$ cat config.mk
export PLATFORM = sky130hd
export DESIGN_NAME = dm_write_tracer
export DESIGN_NICKNAME = d
export VERILOG_FILES = /design/src/rtl/dm_trace_pkg.sv /design/src/rtl/trace_fifo.sv /design/src/rtl/dm_write_tracer.sv
export SDC_FILE = /design/constraint.sdc
export NUM_CORES = 2
export LEC_CHECK = 0
export ABC_AREA = 1
export BUFFER_PORTS_ARGS = -buffer_cell sky130_fd_sc_hd__buf_4
export CAP_MARGIN = 20
export CORE_MARGIN = 5
export CORE_UTILIZATION = 55
export CTS_CLUSTER_DIAMETER = 60
export DETAILED_ROUTE_END_ITERATION = 8
export HOLD_SLACK_MARGIN = 0.03
export PLACE_DENSITY = 0.79
export SLEW_MARGIN = 10
export SYNTH_ARGS = -nofsm -noshare
export SYNTH_HDL_FRONTEND = slang
export SYNTH_SLANG_ARGS = --single-unit
$ cat constraint.sdc
create_clock -name CLOCK_50 -period 26.2 [get_ports CLOCK_50]
set_input_delay 2.62 -clock CLOCK_50 [delete_from_list [all_inputs] [get_ports CLOCK_50]]
set_output_delay 2.62 -clock CLOCK_50 [all_outputs]
set_load 0.02 [all_outputs]
$ cat src/rtl/dm_trace_pkg.sv
// -----------------------------------------------------------------------------
// dm_trace_pkg
// Shared definitions for the data-memory write tracer:
//   - state_e       : tracer states (CAPTURE, DRAIN, DONE)
//   - entry layout  : helpers giving the width of one trace entry and the LSB
//                     position of each field.
//                     Field order, LSB first: write data, write address,
//                     timestamp, i.e. entry = {ts, addr, data}.
// -----------------------------------------------------------------------------
package dm_trace_pkg;

   typedef enum logic [1:0] {
      CAPTURE = 2'd0,
      DRAIN   = 2'd1,
      DONE    = 2'd2
   } state_e;

   // Total width of one entry for address/data width n and timestamp width ts_w
   function automatic int unsigned entry_w(input int unsigned n, input int unsigned ts_w);
      return (2 * n) + ts_w;
   endfunction

   // LSB of the write-data field
   function automatic int unsigned data_lsb(input int unsigned n);
      return 0 * n;
   endfunction

   // LSB of the write-address field
   function automatic int unsigned addr_lsb(input int unsigned n);
      return n;
   endfunction

   // LSB of the timestamp field
   function automatic int unsigned ts_lsb(input int unsigned n);
      return 2 * n;
   endfunction

endpackage

$ cat src/rtl/trace_fifo.sv
// -----------------------------------------------------------------------------
// trace_fifo
// Synchronous FIFO holding trace entries. The head entry is read straight from
// storage, so it is visible in the same cycle it becomes the oldest entry.
// Ports:
//   clk_i    : clock, rising edge
//   rst_ni   : asynchronous active-low reset (pointers and count only)
//   push_i   : write wdata_i (ignored when full)
//   pop_i    : drop the head entry (ignored when empty)
//   wdata_i  : entry to write
//   head_o   : oldest entry
//   count_o  : occupancy, 0..DEPTH
//   full_o   : count_o == DEPTH
//   empty_o  : count_o == 0
// -----------------------------------------------------------------------------
module trace_fifo #(
   parameter  int unsigned W     = 8,
   parameter  int unsigned DEPTH = 16,
   localparam int unsigned PW    = $clog2(DEPTH),
   localparam int unsigned CW    = $clog2(DEPTH + 1)
) (
   input  logic          clk_i,
   input  logic          rst_ni,
   input  logic          push_i,
   input  logic          pop_i,
   input  logic [W-1:0]  wdata_i,
   output logic [W-1:0]  head_o,
   output logic [CW-1:0] count_o,
   output logic          full_o,
   output logic          empty_o
);

   logic [W-1:0]  mem_q [DEPTH];
   logic [PW-1:0] wr_ptr_q, wr_ptr_d;
   logic [PW-1:0] rd_ptr_q, rd_ptr_d;
   logic [CW-1:0] count_q, count_d;
   logic          push_ok_s, pop_ok_s;

   assign full_o    = (count_q == CW'(DEPTH));
   assign empty_o   = (count_q == {CW{1'b0}});
   assign push_ok_s = push_i & ~full_o;
   assign pop_ok_s  = pop_i & ~empty_o;
   assign head_o    = mem_q[rd_ptr_q];
   assign count_o   = count_q;

   // Next pointers and occupancy; pointers wrap naturally (DEPTH is a power of two)
   always_comb begin
      wr_ptr_d = wr_ptr_q;
      rd_ptr_d = rd_ptr_q;
      count_d  = count_q;
      if (push_ok_s) begin
         wr_ptr_d = wr_ptr_q + PW'(1);
      end else begin
         wr_ptr_d = wr_ptr_q;
      end
      if (pop_ok_s) begin
         rd_ptr_d = rd_ptr_q + PW'(1);
      end else begin
         rd_ptr_d = rd_ptr_q;
      end
      case ({push_ok_s, pop_ok_s})
         2'b10:   count_d = count_q + CW'(1);
         2'b01:   count_d = count_q - CW'(1);
         default: count_d = count_q;
      endcase
   end

   // Pointer and occupancy registers
   always_ff @(posedge clk_i or negedge rst_ni) begin
      if (!rst_ni) begin
         wr_ptr_q <= {PW{1'b0}};
         rd_ptr_q <= {PW{1'b0}};
         count_q  <= {CW{1'b0}};
      end else begin
         wr_ptr_q <= wr_ptr_d;
         rd_ptr_q <= rd_ptr_d;
         count_q  <= count_d;
      end
   end

   // Entry storage, deliberately left out of reset
   always_ff @(posedge clk_i) begin
      if (push_ok_s) begin
         mem_q[wr_ptr_q] <= wdata_i;
      end
   end

endmodule

$ cat src/rtl/dm_write_tracer.sv
// -----------------------------------------------------------------------------
// dm_write_tracer
// Records processor data-memory writes as {timestamp, address, data} entries
// while capturing, then drains them oldest-first over a valid/ready port when
// a rising edge is seen on dump.
// Ports:
//   CLOCK_50                : clock, rising edge
//   reset                   : asynchronous active-low reset
//   DM_writeEnable/DM_addr/DM_writeData : observed data-memory write
//   dump                    : drain request (level; its rising edge starts a drain)
//   out_valid/out_ready     : drain handshake
//   out_addr/out_data/out_ts: presented (oldest) entry
//   count                   : buffer occupancy
//   overflow                : sticky, at least one write was dropped
//   draining                : high while in DRAIN
// -----------------------------------------------------------------------------
module dm_write_tracer
   import dm_trace_pkg::*;
#(
   parameter  int unsigned N     = 64,
   parameter  int unsigned DEPTH = 16,
   parameter  int unsigned TS_W  = 16,
   localparam int unsigned CW    = $clog2(DEPTH + 1)
) (
   input  logic            CLOCK_50,
   input  logic            reset,
   input  logic            DM_writeEnable,
   input  logic [N-1:0]    DM_addr,
   input  logic [N-1:0]    DM_writeData,
   input  logic            dump,
   output logic            out_valid,
   input  logic            out_ready,
   output logic [N-1:0]    out_addr,
   output logic [N-1:0]    out_data,
   output logic [TS_W-1:0] out_ts,
   output logic [CW-1:0]   count,
   output logic            overflow,
   output logic            draining
);

   localparam int unsigned EW     = entry_w(N, TS_W);
   localparam int unsigned D_LSB  = data_lsb(N);
   localparam int unsigned A_LSB  = addr_lsb(N);
   localparam int unsigned T_LSB  = ts_lsb(N);

   state_e          state_q, state_d;
   logic [TS_W-1:0] ts_q, ts_d;
   logic            overflow_q, overflow_d;
   logic            dump_q;
   logic            dump_rise_s;
   logic            push_s, pop_s;
   logic            full_s, empty_s;
   logic [EW-1:0]   entry_s, head_s;

   assign dump_rise_s = dump & ~dump_q;
   // Writes are only recorded while capturing; the dump-rise cycle still counts
   assign push_s      = (state_q == CAPTURE) & DM_writeEnable & ~full_s;
   assign pop_s       = (state_q == DRAIN) & ~empty_s & out_ready;

   // Pack the incoming write into the entry layout
   always_comb begin
      entry_s                  = {EW{1'b0}};
      entry_s[D_LSB +: N]      = DM_writeData;
      entry_s[A_LSB +: N]      = DM_addr;
      entry_s[T_LSB +: TS_W]   = ts_q;
   end

   trace_fifo #(
      .W     (EW),
      .DEPTH (DEPTH)
   ) u_fifo (
      .clk_i   (CLOCK_50),
      .rst_ni  (reset),
      .push_i  (push_s),
      .pop_i   (pop_s),
      .wdata_i (entry_s),
      .head_o  (head_s),
      .count_o (count),
      .full_o  (full_s),
      .empty_o (empty_s)
   );

   // Next state, timestamp and overflow
   always_comb begin
      state_d    = state_q;
      ts_d       = ts_q;
      overflow_d = overflow_q;
      case (state_q)
         CAPTURE: begin
            ts_d = ts_q + TS_W'(1);
            if (DM_writeEnable && full_s) begin
               overflow_d = 1'b1;
            end else begin
               overflow_d = overflow_q;
            end
            if (dump_rise_s) begin
               state_d = DRAIN;
            end else begin
               state_d = CAPTURE;
            end
         end
         DRAIN: begin
            if (empty_s) begin
               state_d = DONE;
            end else begin
               state_d = DRAIN;
            end
         end
         DONE: begin
            if (!dump) begin
               state_d    = CAPTURE;
               overflow_d = 1'b0;
               ts_d       = {TS_W{1'b0}};
            end else begin
               state_d = DONE;
            end
         end
         default: begin
            state_d = CAPTURE;
         end
      endcase
   end

   // State, timestamp, overflow and dump-edge registers
   always_ff @(posedge CLOCK_50 or negedge reset) begin
      if (!reset) begin
         state_q    <= CAPTURE;
         ts_q       <= {TS_W{1'b0}};
         overflow_q <= 1'b0;
         dump_q     <= 1'b0;
      end else begin
         state_q    <= state_d;
         ts_q       <= ts_d;
         overflow_q <= overflow_d;
         dump_q     <= dump;
      end
   end

   assign draining  = (state_q == DRAIN);
   assign out_valid = draining & ~empty_s;
   assign out_data  = head_s[D_LSB +: N];
   assign out_addr  = head_s[A_LSB +: N];
   assign out_ts    = head_s[T_LSB +: TS_W];
   assign overflow  = overflow_q;

endmodule
# Yosys cells after proc, flatten, opt, wreduce, memory -nomap -nowiden
# Memories as Yosys holds them, arrays and structs flattened.
# Cells that the tools add are included.
[op_classes] add_sub_neg=5 eq_ne=7 mux=12 bitwise=10 reduce_logical=7
[ops] op="$pmux W16 S2" count=1
[ops] op="$add A16 B1 Y16 const B" count=1
[ops] op="$mux W16" count=1
[ops] op="$pmux W5 S2" count=1
[ops] op="$add A4 B1 Y4 const B" count=2
[ops] op="$and A1 B1 Y1" count=7
[ops] op="$pmux W2 S3" count=1
[ops] op="$add A5 B1 Y5 const B" count=1
[ops] op="$eq A5 B5 Y1 const B" count=1
[ops] op="$logic_not A5 Y1" count=1
[ops] op="$mux W1" count=5
[ops] op="$sub A5 B1 Y5 const B" count=1
[ops] op="$eq A2 B1 Y1 const B" count=2
[ops] op="$eq A2 B2 Y1 const B" count=2
[ops] op="$mux W2" count=2
[ops] op="$reduce_bool A2 Y1" count=2
[ops] op="$not A1 Y1" count=3
[ops] op="$reduce_and A3 Y1" count=1
[ops] op="$logic_not A2 Y1" count=1
[ops] op="$ne A2 B1 Y1 const B" count=1
[ops] op="$ne A2 B2 Y1 const B" count=1
[ops] op="$pmux W1 S2" count=1
[ops] op="$reduce_and A2 Y1" count=1
[ops] op="$logic_and A1 B1 Y1" count=1
[totals] regBits=33 ramBits=2304 output_inout_bits=152 elab_cells=49 n_memories=1
[memory_table] name="u_fifo.mem_q" words=16 width=144 rd=1 rd_clocked_by_memory_dff=0 write_ports=1 line="trace_fifo.sv:33" source="logic [W-1:0] mem_q [DEPTH];"

# Depth between registers and ports, before layout
[depth] word_depth=7 mapped_depth=13

# Cells and area by module
# Synthesis repeated with hierarchy kept, for this count alone.
[hier_totals] hier_cells=8077 area_unflattened_um2=93728.6
[modules_own_cells] module="trace_fifo" n_inst=1 cells_per_inst=7935 area_per_inst_um2=92635.1
[modules_own_cells] module="dm_write_tracer" n_inst=1 cells_per_inst=142 area_per_inst_um2=1093.5

# Worst setup path before layout
# Ideal clock, no wire load.
[synth_path] path_kind="input to register" start="in DM_writeEnable" end="mem u_fifo.mem_q[10][0] (netlist bit), enable pin" t_arrival_ns=12.625 required_time_ns=25.376 setup_slack_ns=12.750 stages=3 path_buffers=1 path_cell_list="nand3_1 -> clkbuf_1 -> nor3_1"
[synth_between] elab_chain_cells=5
[synth_lines] item="start, declared" line="dm_write_tracer.sv:27" source="input logic DM_writeEnable,"
[synth_lines] item="$and A1 B1 Y1 (2 in a row)" line="dm_write_tracer.sv:57" source="assign push_s = (state_q == CAPTURE) & DM_writeEnable & ~full_s;"
[synth_lines] item="$and A1 B1 Y1" line="trace_fifo.sv:41" source="assign push_ok_s = push_i & ~full_o;"
[synth_lines] item="$mux W1" line="trace_fifo.sv:83" source="if (push_ok_s) begin"
[synth_lines] item="$mux W1 (implied by the code)" line="trace_fifo.sv:84" source="mem_q[wr_ptr_q] <= wdata_i;"
[synth_lines] item="end, declared" line="trace_fifo.sv:33"
# Every way passes these cells.

# Worst setup path after layout
[layout_path] start="reg u_fifo.rd_ptr_q[0]" end="out out_addr[39]"
[layout_between] elab_chain_cells=1
[layout_lines] item="start, declared" line="trace_fifo.sv:35" source="logic [PW-1:0] rd_ptr_q, rd_ptr_d;"
[layout_lines] item="start signal, assigned" line="trace_fifo.sv:72" source="rd_ptr_q <= {PW{1'b0}};"
[layout_lines] item="start signal, assigned" line="trace_fifo.sv:76" source="rd_ptr_q <= rd_ptr_d;"
[layout_lines] item="$mem_v2 Z16 W144"
[layout_lines] item="end, declared" line="dm_write_tracer.sv:33" source="output logic [N-1:0] out_addr,"
# Every way passes these cells.

==> impl.org <==
** Worst setup path
- Kind of cell with the highest combined delay on the critical path :: buffers and inverters
- For the worst setup path, the data arrival time is 6.16 ns.
- Among the stages of the critical path, the cell type that occurs most often is nand2_1.
- The slowest stage of the critical path is the buf_4 cell.
- Delay of the slowest cell on the worst path :: 0.88 ns
- In this run the worst path has a maximum fanout of 243.
- The worst setup path is captured at a primary output.
- At the worst endpoint, the required time is 23.58 ns.
- Type of element launching the critical path :: flip-flop
- Critical setup path kind :: reg -> out
- Cell-by-cell listing of the critical path :: inv_8, buf_12, buf_12, buf_4, nand2_1, nand2_1, nand2_1, nand3_1, nand3_1, nand2_1, buf_4
- Buffers plus inverters on the worst setup path :: 5

** Yosys
- Main synth FF type :: edfxtp_1
- Adder-cell share of the synthesized area :: 0.149%
- Xor/xnor share of the synthesized area :: 0.0721%
- Post-Syn Instances :: 8796
- Number of enable flip-flop cells after synthesis :: 2304
- Post-synth ARST share :: 1.41%
- After synthesis the cells add up to 0.0972 mm2.
- Synthesized-area fraction occupied by ao, oa, aoi and oai cells :: 0.164%
- Portion of netlist area occupied by mux cells :: 0%
- By area, the combinational part of the netlist is dominated by simple AND/OR/NAND/NOR gates.
- Average cell area after synthesis :: 11.0 um2
- The share of the Yosys chip area taken by registers is 72.1%.
- Number of distinct standard cells referenced by the synthesized netlist :: 28
- Synthesis produced a netlist with a net count of 8940.
- Counting flops and latches in the post-synthesis netlist gives 2337.
- Synth Area in Simple Gates :: 21.5%
- Total of warnings raised by yosys :: 0

** Finish
- Top library cells by usage in the layout, fill and taps aside :: nand2_1 (3279), edfxtp_1 (2304), nand3_1 (1648)
- Leaving out fill and tap cells, the most frequent cell in the layout is nand2_1.
- For this run, the number of standard cells in the final layout without fillers is 11500.
- At the end of the flow the core is filled with cells to 61.6%.
- Number of nets in the finished design :: 9050
- Area growth, synth to finish :: 11.5%
- Share of cells above drive strength 1 :: 8.01%

** Drt
- Total number of vias :: 65400
- The detailed router finished its first iteration with 8129 violations.
- Wires add up to 247 mm.
- Iteration count of the initial detailed-routing pass :: 6
- After detailed routing, the number of remaining DRC violations is 0.
- The routed design uses 119 mm of met2 wire.
- Antenna-violating nets left :: 0
- Wl on met1 :: 92.4 mm
- After detailed routing, the average wire length per cell comes to 21.5 um.
- Length of routed met3 wiring :: 24.8 mm
- The detailed router used layers up to and including met5.
- Per-cell via count in the routed design :: 5.71

** STA
- Worst clock skew on the final layout :: 0.0314 ns
- For this run, the top clock speed supported by timing is 0.114 GHz.
- Headroom to the max-slew limit :: -6.01%
- The final number of max-transition violations came to 62.
- Aggregate negative setup slack :: 0 ns
- The final-report hold violation count was 0.
- Period minus WS final :: 8.78 ns
- Hold_ws :: 0.446 ns
- Fraction of the cycle the final worst path needs :: 33.5%
- Setup repair after global routing missed its margin :: false
- Transition time at the pin with the least slew margin :: 1.59 ns
- Setup violations remaining at the end of the flow were counted as 0.

** Power
- Total design power :: 11.9 mW
- The worst-case IR drop observed on VDD is 106 uV.
- Dividing total power by cell area gives a power density of 110 mW/mm2.
- Reported leakage power :: 43.4 nW

** Placement
- The congestion estimate from routability-driven global placement came to 0.809.
- Detailed placement finished with a half-perimeter wire length of 115 mm.
- Inst Count DP :: 11000
- Number of buffers inserted by port buffering :: 284

** Die
- The floorplan step defined a die boundary enclosing 0.185 mm2.
- From left edge to right edge, the die measures 430 um.
- Starting density of the core :: 55.2%
- The core region is 0.176 mm2.
- Number of rows in the core area :: 154
- I/O pin cnt :: 285
- From bottom edge to top edge, the die measures 430 um.

** Run status
- The flow ran to the end, but the final reports show violations.
- The final reports fail on slew limit.

** Global route
- Overall fraction of global-route tracks in use :: 26.0%
- First-pass GRT wire length :: 371 mm
- The initial antenna violation count came to 34.
- Congestion Overflow GR :: 0
- Entering global routing, the biggest net connects 253 pins.
- The number of global-route vias before repair was 63700.

** Clocking
- Number of clock sinks :: 2337
- Number of H-tree branching levels :: 4
- The longest clock path from root to sink contains 3 buffers.
- Clock-pin slew on the worst setup and hold paths :: 0.06 ns
- Post-CTS repair changed the size of 0 cells.
- Counting the buffers created by CTS gives 223.
- Clock latency on the worst-skew pair, taken at its later pin, is 0.86 ns.
- TritonCTS clock tree :: done
- Hold buffer count at CTS :: 0
- Number of buffers added for setup after CTS :: 0
- Clock root cell :: clkbuf_16

** Job
- Max Cap Viol :: 0

** Hold path
- HP Class :: reg -> reg
==> flip-flops by register name (all words and copies together), names as in the netlist <==
| name | flops |
|---|---|
| u_fifo.mem_q | 2304 |
| ts_q | 16 |
| u_fifo.count_o | 5 |
| u_fifo.rd_ptr_q | 4 |
| u_fifo.wr_ptr_q | 4 |
| state_q | 2 |
| dump_q | 1 |
| overflow | 1 |
==> final timing paths <==
path                                                      from                        endpoint  slack (ns)  depth (start not counted)
worst max-delay path            u_fifo.rd_ptr_q[0]$_DFFE_PN0P_                    out_addr[39]       17.42                         11
worst min-delay path                          dump_q$_DFF_PN0_            state_q[0]$_DFF_PN0_        0.45                          1
worst max register to register            state_q[1]$_DFF_PN0_   u_fifo.mem_q[8][68]$_DFFE_PP_       21.97                          6
worst min register to register                dump_q$_DFF_PN0_            state_q[0]$_DFF_PN0_        0.45                          1
max in group asynchronous                                reset  u_fifo.rd_ptr_q[0]$_DFFE_PN0P_       24.14                          1
min in group asynchronous                                reset  u_fifo.rd_ptr_q[2]$_DFFE_PN0P_        1.70                          1
==> worst register-to-register path, stage by stage, from the launching register on <==
cell and delay (ns):
dfrtp_1 0.41, nor2_2 0.61, nand3_1 0.51, buf_8 0.32
nor3_2 0.21, buf_4 0.80, buf_4 0.92
==> cell type report <==
| type | instances | area (um2) |
|---|---|---|
| repair buffers | 367 | 3110 |
| fillers | 12900 | 67600 |
| well taps | 2340 | 2930 |
| clock inverters | 136 | 1430 |
| clock buffers | 277 | 5900 |
| flip-flops and latches | 2337 | 70000 |
| diodes | 25 | 62.6 |
| inverters | 928 | 3510 |
| multi-input cells | 5049 | 21400 |
==> cell usage after synthesis, types with 2 or more instances <==
cell type | number | share of area (%)
nor3_1 | 18 | 0.093
nand3_1 | 1648 | 8.5
nor2_1 | 37 | 0.14
o31ai_1 | 2 | 0.015
dfrtp_1 | 33 | 0.85
nand2_1 | 3279 | 13
or2_2 | 16 | 0.10
xor2_1 | 5 | 0.045
edfxtp_1 | 2304 | 71
xnor2_1 | 3 | 0.027
a21oi_1 | 6 | 0.031
inv_1 | 925 | 3.6
buf_4 | 43 | 0.33
inv_2 | 3 | 0.012
buf_2 | 269 | 1.4
buf_6 | 10 | 0.12
o21ai_0 | 17 | 0.088
ha_1 | 10 | 0.13
clkbuf_1 | 94 | 0.36
buf_1 | 66 | 0.25
==> metrics by stage <==
step	cell area, um2	worst slack, ns
after floorplan	97200	12.75
after CTS	108000	17.23
final	108000	17.42
after global placement	101000	18.24
after detailed placement	101000	18.20
after global routing	108000	17.11
==> cells by family after synthesis <==
kind of cell | Yosys count
AO/OA/AOI/OAI | 29
XOR/XNOR | 8
adder cells (fa/ha/maj) | 11
buffers and inverters | 1410
flip-flops | 2337
AND/OR/NAND/NOR | 5001
==> power breakdown <==
part	internal [mW]	total [mW]	switching, mW
combinational	1.22	4.17	2.95
clock	1.83	3.22	1.39
sequential	4.35	4.49	0.136
==> metal layers <==
metal	global-route usage (%)	vias to the layer above
li1	-	29500
met1	34.7	31600
met2	41.6	3732
met3	4.92	578
met4	12.3	14
met5	0	-
Note: power is estimated with default switching activity, not from simulation.
